==> config.mk <==
export PLATFORM = sky130hd
export DESIGN_NAME = j1b_core
export DESIGN_NICKNAME = d
export VERILOG_FILES = /design/src/rtl/j1b_core.sv
export SDC_FILE = /design/constraint.sdc
export NUM_CORES = 1
export LEC_CHECK = 0
export CORE_MARGIN = 4
export CORE_UTILIZATION = 55
export DETAILED_ROUTE_END_ITERATION = 8
export PLACE_DENSITY_LB_ADDON = 0.2
export SLEW_MARGIN = 20
export SYNTH_ARGS = -nofsm -noshare
export SYNTH_HDL_FRONTEND = slang
export SYNTH_SLANG_ARGS = --single-unit
==> constraint.sdc <==
create_clock -name sys_clk_i -period 9.7 [get_ports sys_clk_i]
set_clock_uncertainty 0.05 [all_clocks]
set_input_delay 1.94 -clock sys_clk_i [delete_from_list [all_inputs] [get_ports sys_clk_i]]
set_output_delay 1.94 -clock sys_clk_i [all_outputs]
set_load 0.02 [all_outputs]
==> src/rtl/j1b_core.sv <==
// j1b_core: J1-encoding Forth stack CPU with separate Wishbone instruction and data buses
module j1b_core #(
  parameter int          DSTACK_DEPTH = 16,
  parameter int          RSTACK_DEPTH = 16,
  parameter logic [15:1] RESET_VECTOR = 15'h0000
) (
  input  logic        sys_clk_i,
  input  logic        sys_res_i,
  output logic [15:1] ins_adr_o,
  input  logic [15:0] ins_dat_i,
  output logic        ins_cyc_o,
  output logic        ins_stb_o,
  input  logic        ins_ack_i,
  output logic [15:1] dat_adr_o,
  output logic [15:0] dat_dat_o,
  input  logic [15:0] dat_dat_i,
  output logic        dat_we_o,
  output logic        dat_cyc_o,
  output logic        dat_stb_o,
  input  logic        dat_ack_i
);
  localparam int DW = $clog2(DSTACK_DEPTH);
  localparam int RW = $clog2(RSTACK_DEPTH);
  typedef enum logic [1:0] {BOOT, FETCH, EXEC, MEM} state_t;
  state_t        state;
  logic [15:1]   pc, pc_n, pc_inc, target;
  logic [15:0]   ir, t, t_n, n, r, alu, r_wd;
  logic [DW-1:0] dsp, dsp_n;
  logic [RW-1:0] rsp, rsp_n;
  logic [15:0]   dstack [DSTACK_DEPTH];
  logic [15:0]   rstack [RSTACK_DEPTH];
  logic [3:0]    op;
  logic          is_alu, is_mem, commit, d_we, r_we;
  logic          unused;
  assign n         = dstack[dsp];
  assign r         = rstack[rsp];
  assign op        = ir[11:8];
  assign pc_inc    = pc + 15'd1;
  assign target    = {2'b00, ir[12:0]};
  assign is_alu    = ir[15:13] == 3'b011;
  assign is_mem    = is_alu && (op == 4'd12 || ir[5]);
  assign commit    = (state == EXEC && !is_mem) || (state == MEM && dat_ack_i);
  assign unused    = ir[4];
  assign ins_adr_o = pc;
  assign ins_cyc_o = state == FETCH;
  assign ins_stb_o = state == FETCH;
  assign dat_adr_o = t[15:1];
  assign dat_dat_o = n;
  assign dat_cyc_o = state == MEM;
  assign dat_stb_o = state == MEM;
  assign dat_we_o  = state == MEM && ir[5];
  // ALU result from pre-instruction T, N, R; loads take the bus data, stores write N through
  always_comb begin
    alu = t;
    case (op)
      4'd1:    alu = n;
      4'd2:    alu = t + n;
      4'd3:    alu = t & n;
      4'd4:    alu = t | n;
      4'd5:    alu = t ^ n;
      4'd6:    alu = ~t;
      4'd7:    alu = {16{n == t}};
      4'd8:    alu = {16{$signed(n) < $signed(t)}};
      4'd9:    alu = n >> t[3:0];
      4'd10:   alu = t - 16'd1;
      4'd11:   alu = r;
      4'd12:   alu = ir[5] ? n : dat_dat_i;
      4'd13:   alu = n << t[3:0];
      4'd14:   alu = 16'(dsp);
      4'd15:   alu = {16{n < t}};
      default: alu = t;
    endcase
  end
  // next architectural state for the instruction held in IR
  always_comb begin
    t_n   = t;
    pc_n  = pc_inc;
    dsp_n = dsp;
    rsp_n = rsp;
    d_we  = 1'b0;
    r_we  = 1'b0;
    r_wd  = t;
    if (ir[15]) begin
      dsp_n = dsp + DW'(1);
      d_we  = 1'b1;
      t_n   = {1'b0, ir[14:0]};
    end else begin
      case (ir[14:13])
        2'b00: pc_n = target;
        2'b01: begin
          pc_n  = t == 16'd0 ? target : pc_inc;
          t_n   = n;
          dsp_n = dsp - DW'(1);
        end
        2'b10: begin
          rsp_n = rsp + RW'(1);
          r_we  = 1'b1;
          r_wd  = {pc_inc, 1'b0};
          pc_n  = target;
        end
        default: begin
          dsp_n = dsp + DW'($signed(ir[1:0]));
          rsp_n = rsp + RW'($signed(ir[3:2]));
          d_we  = ir[7];
          r_we  = ir[6];
          t_n   = alu;
          pc_n  = ir[12] ? r[15:1] : pc_inc;
        end
      endcase
    end
  end
  // sequencer and register commit; memory instructions commit only on data ack
  always_ff @(posedge sys_clk_i or posedge sys_res_i) begin
    if (sys_res_i) begin
      state <= BOOT;
      pc    <= RESET_VECTOR;
      ir    <= '0;
      t     <= '0;
      dsp   <= '0;
      rsp   <= '0;
    end else begin
      if (commit) begin
        pc  <= pc_n;
        t   <= t_n;
        dsp <= dsp_n;
        rsp <= rsp_n;
      end
      case (state)
        BOOT:    state <= FETCH;
        FETCH:   if (ins_ack_i) begin
          ir    <= ins_dat_i;
          state <= EXEC;
        end
        EXEC:    state <= is_mem ? MEM : FETCH;
        MEM:     if (dat_ack_i) state <= FETCH;
        default: state <= BOOT;
      endcase
    end
  end
  // stack RAMs are written at the new pointer on commit and are never cleared
  always_ff @(posedge sys_clk_i) begin
    if (commit && d_we) dstack[dsp_n] <= t;
    if (commit && r_we) rstack[rsp_n] <= r_wd;
  end
endmodule

==> metrics.txt, run 1 <==
grt ovf=0; cell type with the largest total area after synthesis=edfxtp_1; Root Buffer=clkbuf_16; leakage=11.1 nW; Synth area leaders=edfxtp_1, mux4_2, dfrtp_1; data arrival time of the worst path=7.07 ns; maxcap violations=0; wire length per cell=30.7 µm; cell area after synthesis=28000 µm²; CTS Buf Count=57; port bufs=86; Placed Area=29700 µm²; vias=18.8k; top cell type's share of synthesized area=55.0%; Area Growth Syn to Fin=13.5%; final hold slack=0.545 ns; worst rel slew slack=22.7%; type of the tightest min-delay check=reg2reg; vias in the first global route=18.6k; GRT Util Overall=31.9%; Ports=87; placed cells=2690; clock latency on the worst-skew pair=0.63 ns; Worst Setup End Kind=flop; most common cell in the netlist=edfxtp_1; Layout Cells excl Fill=2798; Worst Setup Path Type=reg2reg; EDFF count, synth=512; yosys warns=0; DP Worst Slack=3.20 ns; Syn Nets=2094; Worst-Margin Slew=1.14 ns; achievable frequency=151 MHz; largest net degree at the start of global routing=68; initial antenna violation count=2; final number of setup-violating endpoints=0; antenna viol nets, final=0; vias per inst=6.73; share of cells above drive strength 1=18.4%; Critical Path Source Type=flop; unrepaired setup endpoints after global routing=no; first-pass GRT wire length=127000 µm; top cells by count, synth=edfxtp_1, nor2_1, mux4_2, a21oi_1, nand2_1; Fillers=3662; # rows=82; Pre-antenna DRT Iters=7; Max clock buf depth=3; Avg Cell Area, Syn=14.2 µm²; HPWL after detailed placement=55400 µm; clk slew on worst S/H paths=0.06 ns; Worst Path Required=10.14 ns; CTS tree=done; Post-Route WL=86000 µm; status=finished clean; Antenna diodes=0; setup slack, reg-to-reg=3.07 ns; Die Width=233 µm; Pwr per Cell Area=365 nW/µm²; H-Tree Depth=2; drt drc=0; Final Critical Period=6.63 ns; Max FO, Critical Path=48; total power=11.6 mW; Yosys cell types=78; Async S/R FF share, synth=10.0%; Die Area=54500 µm²; Tcrit/Tclk final=68.4%; Final Hold Vio Count=0; commonest register cell after synthesis=edfxtp_1; GP Congestion=1.02; Seq/Total Area, Yosys=60.1%; core area=50200 µm²; worst vdd ir=0.192 mV; die height=233 µm; starting density of the core=55.7%; post-CTS sizing=0; Nets=2196; Syn Inst Count=1975; clock sinks=569; drt first-iter violations=2475; post-CTS setup buffers=0; final worst setup slack=3.07 ns; #FFs+latches synth=569; utilization after layout=63.3%; Pins Over Slew Limit=0; setup TNS=0 ns; Final Cell Area=31700 µm²; # hold bufs at CTS=0
[cell families (layout without fill, tap and decap cells)]
kind of cell,Yosys count,count (layout),synth area share (%)
adders and majority gates,83,83,3.79
and+or+nand+nor,434,434,7.32
AOI/OAI and AO/OA,410,410,9.73
DFF,569,569,60.1
xor gates and xnor gates,41,41,1.28
muxes,231,231,14.3
buffers and inverters,207,358,3.48
[worst max-delay path, cell delays in order (launching register included)]
cell	delay, ns
dfrtp_4	0.99
buf_4	0.51
mux4_2	0.55
mux4_2	0.67
inv_1	0.20
ha_1	0.21
o221ai_1	0.32
or4_1	0.52
o21ai_0	0.17
nand3_1	0.10
ha_1	0.39
a21oi_1	0.17
o21ai_0	0.13
a2111oi_0	0.79
o31a_1	0.27
nor4_1	0.06
o211ai_1	0.22
o211ai_1	0.12
[layer usage]
layer	GRT usage (%)	share of wire, %
met1	44.5	39
met4	11.2	4.2
met5	0	0
met3	7.05	9.8
met2	50.0	47
[area by class of cell]
class	count	area, µm²	area share (%)
Sequential cell	569	16800	53.0
Multi-Input combinational cell	1199	10300	32.4
Timing Repair Buffer	182	1580	4.98
Clock buffer	66	1460	4.60
Tap cell	672	841	2.65
Clock inverter	42	509	1.60
Inverter	68	255	0.804
[flip-flops by register name (all words and copies together), names as in the netlist]
register / count
t: 16
state: 2
ins_adr_o: 15
dsp: 4
ir: 16
rsp: 4
dstack: 256
rstack: 256
[layout by cell type (no fill, tap or decap), types with 17 or more instances in the layout]
master / count
a221oi_1: 39
o21ai_0: 73
nor2_1: 122
nand2_1: 121
nand3_1: 29
nor2_2: 19
a21oi_1: 115
xnor2_1: 30
edfxtp_1: 512
nor3_1: 31
dfrtp_1: 51
inv_1: 63
mux4_2: 133
clkdlybuf4s50_1: 86
nand2b_1: 20
buf_4: 96
mux2_2: 22
ha_1: 80
mux2i_1: 75
o211ai_1: 17
clkbuf_16: 57
[worst paths after layout]
check | from | end | cells after the start
setup / recovery | dsp[0] | t[15] | 17
hold / removal | ir[4] | ir[4] | 1
setup reg to reg | dsp[0] | t[15] | 17
hold reg to reg | ir[4] | ir[4] | 1
max in group asynchronous | sys_res_i | rsp[0] | 3
min in group asynchronous | sys_res_i | ir[1] | 3
[where the power goes]
group / internal [mW] / total [mW] / leakage, nW / switching (mW)
clock: 1.35 / 2.30 / 0.945 / 0.949
combinational: 2.14 / 5.90 / 4.80 / 3.76
sequential: 3.11 / 3.41 / 5.39 / 0.300
(Power assumes the default switching activity.)
==> run 2: changes to the inputs <==
clock period = 6 ns   (was 9.7 ns; I/O delays follow)
==> run 2 against run 1 <==
Net effect: critical path depth increased by 1; cell count increased by 0.43%; largest cell class unchanged; via count increased by 1.3%; utilization increased by 0.075 points; die area unchanged; non-clock buffer count increased by 19; count of clock-buffer cells in the layout unchanged; register-to-register slack got worse by 2.7 ns.
==> metrics.txt, run 2 (same netlist as run 1, synthesis figures left out) <==
Area Growth Syn to Fin=13.7%; share of cells above drive strength 1=19.0% (+0.60 points); biggest regs=dstack: 256 flops, rstack: 256 flops; CP endpoint=t[15]; drt drc=0 (unchanged); Die Area=54500 µm² (unchanged); total power=18.8 mW (+62%); Worst-Margin Slew=1.16 ns (+0.0139 ns); clock latency on the worst-skew pair=0.64 ns (about the same); setup slack, reg-to-reg=0.36 ns (-2.70 ns); DP Worst Slack=0.485 ns (-2.72 ns); final worst setup slack=0.363 ns (-2.70 ns); type of the tightest min-delay check=reg2reg; core area=50200 µm² (unchanged); data arrival time of the worst path=6.13 ns (-0.94 ns); Worst Setup End Kind=flop; worst vdd ir=0.337 mV (+76%); antenna viol nets, final=0 (unchanged); FF+latch area=16800 µm² (unchanged); Setup crit start=dsp[0]; Critical Path Source Type=flop; # rows=82 (unchanged); most frequent cells in the layout=edfxtp_1, mux4_2, nor2_1; Final Critical Period=5.64 ns (-0.996 ns); drt first-iter violations=2806 (+13%); Root Buffer=clkbuf_16; Ports=87 (unchanged); area of the multi-input gates=10300 µm² (about the same); commonest non-fill, non-tap cell in the layout=edfxtp_1; first-pass GRT wire length=129000 µm (+1.6%); CP peak stage delay=0.74 ns (-0.25 ns); wire length per cell=31.6 µm (+2.7%); Pre-antenna DRT Iters=6 (-1); post-CTS sizing=0 (unchanged); maxcap violations=0 (unchanged); achievable frequency=177 MHz (+18%); R2R Path End=t[15]; GP Congestion=1.02 (about the same); Die Width=233 µm (unchanged); grt ovf=0 (unchanged); Tcrit/Tclk final=94.0% (+26 points); clock sinks=569 (unchanged); Antenna diodes=0 (unchanged); # hold bufs at CTS=0 (unchanged); Worst Path Required=6.49 ns (-3.65 ns); Pins Over Slew Limit=0 (unchanged); Worst R2R Path Depth=18 (+1); Pwr per Cell Area=593 nW/µm² (+62%); die height=233 µm (unchanged); H-Tree Depth=2 (unchanged); CTS Buf Count=57 (unchanged); clk slew on worst S/H paths=0.06 ns (about the same); Max FO, Critical Path=47 (-2.1%); unrepaired setup endpoints after global routing=no; largest net degree at the start of global routing=64 (-5.9%); Nets=2215 (+0.87%); status=finished clean; Post-Route WL=88700 µm (+3.1%); CP cell instances=buf_12 > mux2i_1 > a221oi_1 > a21oi_1 > nor2_1 > buf_4 > xnor2_1 > nand2_1 > ha_1 > o21ai_0 > a21boi_0 > o211a_1 > a2111oi_0 > buf_4 > o31a_1 > nor4_1 > o211ai_1 > o211ai_1; worst rel slew slack=22.2% (-0.48 points); Max clock buf depth=3 (unchanged); Final Hold Vio Count=0 (unchanged); Critical R2R Launch=dsp[0]; Slowest-stage cell, CP=dfrtp_4; starting density of the core=55.7% (unchanged); Worst Setup Path Type=reg2reg; post-CTS setup buffers=0 (unchanged); leakage=11.2 nW (+0.44%); final number of setup-violating endpoints=0 (unchanged); port bufs=86 (unchanged); HPWL after detailed placement=57900 µm (+4.5%); vias=19.1k (+1.3%); setup TNS=0 ns (unchanged); initial antenna violation count=1 (-1); CTS tree=done; vias in the first global route=18.8k (+0.82%); GRT Util Overall=32.6% (+0.72 points); Fillers=3548 (-3.1%); vias per inst=6.80 (+0.92%)
==> run 2: cell types whose count changed in the layout (fill, tap and decap cells not counted), sizes merged <==
cell      before  now
buf           96  115
bufinv        10    6
clkinv        29   27
clkinvlp       5    4
==> run 2: routing by layer <==
layer / up-vias / share of wire [%] / GRT usage, %
met5: - / 0.015 / 0
met4: 2 / 4.9 / 13.8
met3: 266 / 9.6 / 6.24
met2: 1206 / 47 / 52.1
met1: 9646 / 39 / 44.2
li1: 7974 / - / -
==> run 2: worst max-delay path, delay by kind of cell (launching register included) <==
family	cells	cell delay (ns)
mux	1	0.14
compound gates	9	2.70
simple gates	3	0.53
buf+inv	3	0.78
flops	1	0.74
xor+xnor	1	0.15
fa+ha+maj	1	0.37
==> run 2: stage by stage <==
step           instances  hold WS (ns)  utilization, %  cell area (µm²)
3_3_place_gp        2709         0.516            59.6            29900
4_1_cts             2810         0.551            63.3            31800
6_report            2810         0.535            63.4            31800
2_1_floorplan       1975         0.452               -            28000
3_5_place_dp        2709         0.536            59.6            29900
5_1_grt             2810         0.556            63.4            31800
==> run 2: cell type report <==
type / instances / share of cell area [%]
clock buffer: 66 / 4.66
tap: 672 / 2.65
sequential: 569 / 52.9
multi-input combinational: 1199 / 32.4
inverter: 68 / 0.807
clock inverter: 35 / 1.16
timing repair buffer: 201 / 5.46
==> run 2: power by group <==
part | switching, mW | leakage (nW) | internal, mW
Combinational | 6.23 | 4.90 | 3.54
Sequential | 0.461 | 5.39 | 5.02
Clock | 1.55 | 0.896 | 2.03
Total | 8.24 | 11.2 | 10.6
==> run 2: worst min-delay path by stage <==
stage / slack, ns / cells past startpoint / end / start
6_report: 0.53 / 1 / ir[4] / ir[4]
5_1_grt: 0.56 / 1 / ir[4] / ir[4]
4_1_cts: 0.55 / 1 / ir[4] / ir[4]
3_5_place_dp: 0.54 / 1 / ir[4] / ir[4]
3_3_place_gp: 0.52 / 1 / ir[4] / ir[4]
2_1_floorplan: 0.45 / 1 / ir[4] / ir[4]
==> run 3: changes to the inputs <==
CAP_MARGIN = 20   (was default)
HOLD_SLACK_MARGIN = 0.03   (was default)
==> run 3 against run 2 <==
Net effect: utilization about the same; sequential cell count unchanged; sequential power about the same; combinational power about the same; maximum frequency shrank 0.29%; cell count about the same; via count is 0.31% lower; worst setup slack got worse by 0.017 ns; first-iteration DRC count fell by 1.0%.
==> metrics.txt, run 3 (same netlist as run 1, synthesis figures left out) <==
final hold slack=0.535 ns (+0.000368 ns); achievable frequency=177 MHz (-0.29%); Placed Area=29900 µm² (unchanged); HPWL after detailed placement=57900 µm (unchanged); worst rel slew slack=20.7% (-1.6 points); vias per inst=6.77 (-0.34%); clock sinks=569 (unchanged); die height=233 µm (unchanged); first-pass GRT wire length=129000 µm (unchanged); largest net degree at the start of global routing=64 (unchanged); GRT Util Overall=32.6% (unchanged); antenna viol nets, final=0 (unchanged); data arrival time of the worst path=6.14 ns (about the same); vias in the first global route=18.8k (unchanged); clk slew on worst S/H paths=0.06 ns (about the same); share of cells above drive strength 1=19.1% (+0.038 points); Worst Path Required=6.49 ns (about the same); maxcap violations=0 (unchanged); type of the tightest min-delay check=reg2reg; Worst Setup End Kind=flop; Final Cell Area=31800 µm² (about the same); unrepaired setup endpoints after global routing=no; vias=19.0k (-0.31%); Fillers=3548 (unchanged); Area Growth Syn to Fin=13.7% (about the same); post-CTS sizing=0 (unchanged); drt first-iter violations=2777 (-1.0%); wire length per cell=31.6 µm (about the same); Pre-antenna DRT Iters=6 (unchanged); Final Critical Period=5.65 ns (+0.0166 ns); setup TNS=0 ns (unchanged); final number of setup-violating endpoints=0 (unchanged); clock latency on the worst-skew pair=0.64 ns (about the same); biggest regs=dstack: 256 flops, rstack: 256 flops; Ports=87 (unchanged); Tcrit/Tclk final=94.2% (+0.28 points); Max FO, Critical Path=47 (unchanged); Pwr per Cell Area=593 nW/µm² (about the same); drt drc=0 (unchanged); CTS Buf Count=57 (unchanged); # rows=82 (unchanged); Die Width=233 µm (unchanged); Worst-Margin Slew=1.18 ns (+0.0234 ns); port bufs=86 (unchanged); Final Hold Vio Count=0 (unchanged); core area=50200 µm² (unchanged); CP cell instances=buf_12 > mux2i_1 > a221oi_1 > a21oi_1 > nor2_1 > buf_4 > xnor2_1 > nand2_1 > ha_1 > o21ai_0 > a21boi_0 > o211a_1 > a2111oi_0 > buf_4 > o31a_1 > nor4_1 > o211ai_1 > o211ai_1; Antenna diodes=0 (unchanged); # hold bufs at CTS=0 (unchanged); starting density of the core=55.7% (unchanged); Nets=2216 (+0.045%); most frequent cells in the layout=edfxtp_1, mux4_2, nor2_1; utilization after layout=63.4% (about the same); CP peak stage delay=0.74 ns (about the same); Slowest-stage cell, CP=dfrtp_4; Post-Route WL=88800 µm (+0.12%); Max clock buf depth=3 (unchanged); H-Tree Depth=2 (unchanged); grt ovf=0 (unchanged); commonest non-fill, non-tap cell in the layout=edfxtp_1; post-CTS setup buffers=0 (unchanged); Pins Over Slew Limit=0 (unchanged); Root Buffer=clkbuf_16; status=finished clean; Critical Path Source Type=flop; initial antenna violation count=1 (unchanged); Die Area=54500 µm² (unchanged); GP Congestion=1.02 (unchanged); CTS tree=done; Worst Setup Path Type=reg2reg; worst vdd ir=0.334 mV (-0.84%); leakage=11.2 nW (about the same)
## run 3: metal layers
metal / GRT usage, % / up-vias / routed length, µm
li1: - / 7974 / -
met1: 44.2 / 9676 / 34100
met2: 52.1 / 1135 / 42000
met3: 6.24 / 248 / 8520
met4: 13.8 / 2 / 4210
met5: 0 / - / 13
## run 3: worst max-delay path: cells and delay by family (launching register included)
| family | cells | cell delay (ns) |
|---|---|---|
| compound gates | 9 | 2.73 |
| buf+inv | 3 | 0.79 |
| flops | 1 | 0.74 |
| simple gates | 3 | 0.53 |
| fa+ha+maj | 1 | 0.36 |
| xor+xnor | 1 | 0.15 |
| mux | 1 | 0.14 |
## run 3: report_power, final
part,switching (mW),internal [mW]
logic,6.25,3.55
clock network,1.54,2.03
registers,0.461,5.02
## run 3: worst paths after layout
check | slack, ns | cells after the start | endpoint | startpoint
max | 0.35 | 18 | t[15] | dsp[0]
min | 0.53 | 1 | ir[4] | ir[4]
max reg2reg | 0.35 | 18 | t[15] | dsp[0]
min reg2reg | 0.53 | 1 | ir[4] | ir[4]
max in group asynchronous | 3.98 | 3 | t[2] | sys_res_i
min in group asynchronous | 1.05 | 2 | rsp[0] | sys_res_i
## run 3: area by class of cell
class                           count  area (µm²)  share of cell area (%)
Inverter                           68         256                   0.807
Timing Repair Buffer              202        1740                    5.49
Clock inverter                     35         368                    1.16
Tap cell                          672         841                    2.64
Clock buffer                       66        1480                    4.66
Sequential cell                   569       16800                    52.9
Multi-Input combinational cell   1199       10300                    32.4
## run 3: through the flow
stage               power (mW)  cells  worst slack, ns
floorplan                 11.5   1975             1.26
global placement          14.9   2709            0.535
detailed placement        15.0   2709            0.485
CTS                       18.6   2810            0.450
global route              19.6   2811           0.0469
finish                    18.8   2811            0.346
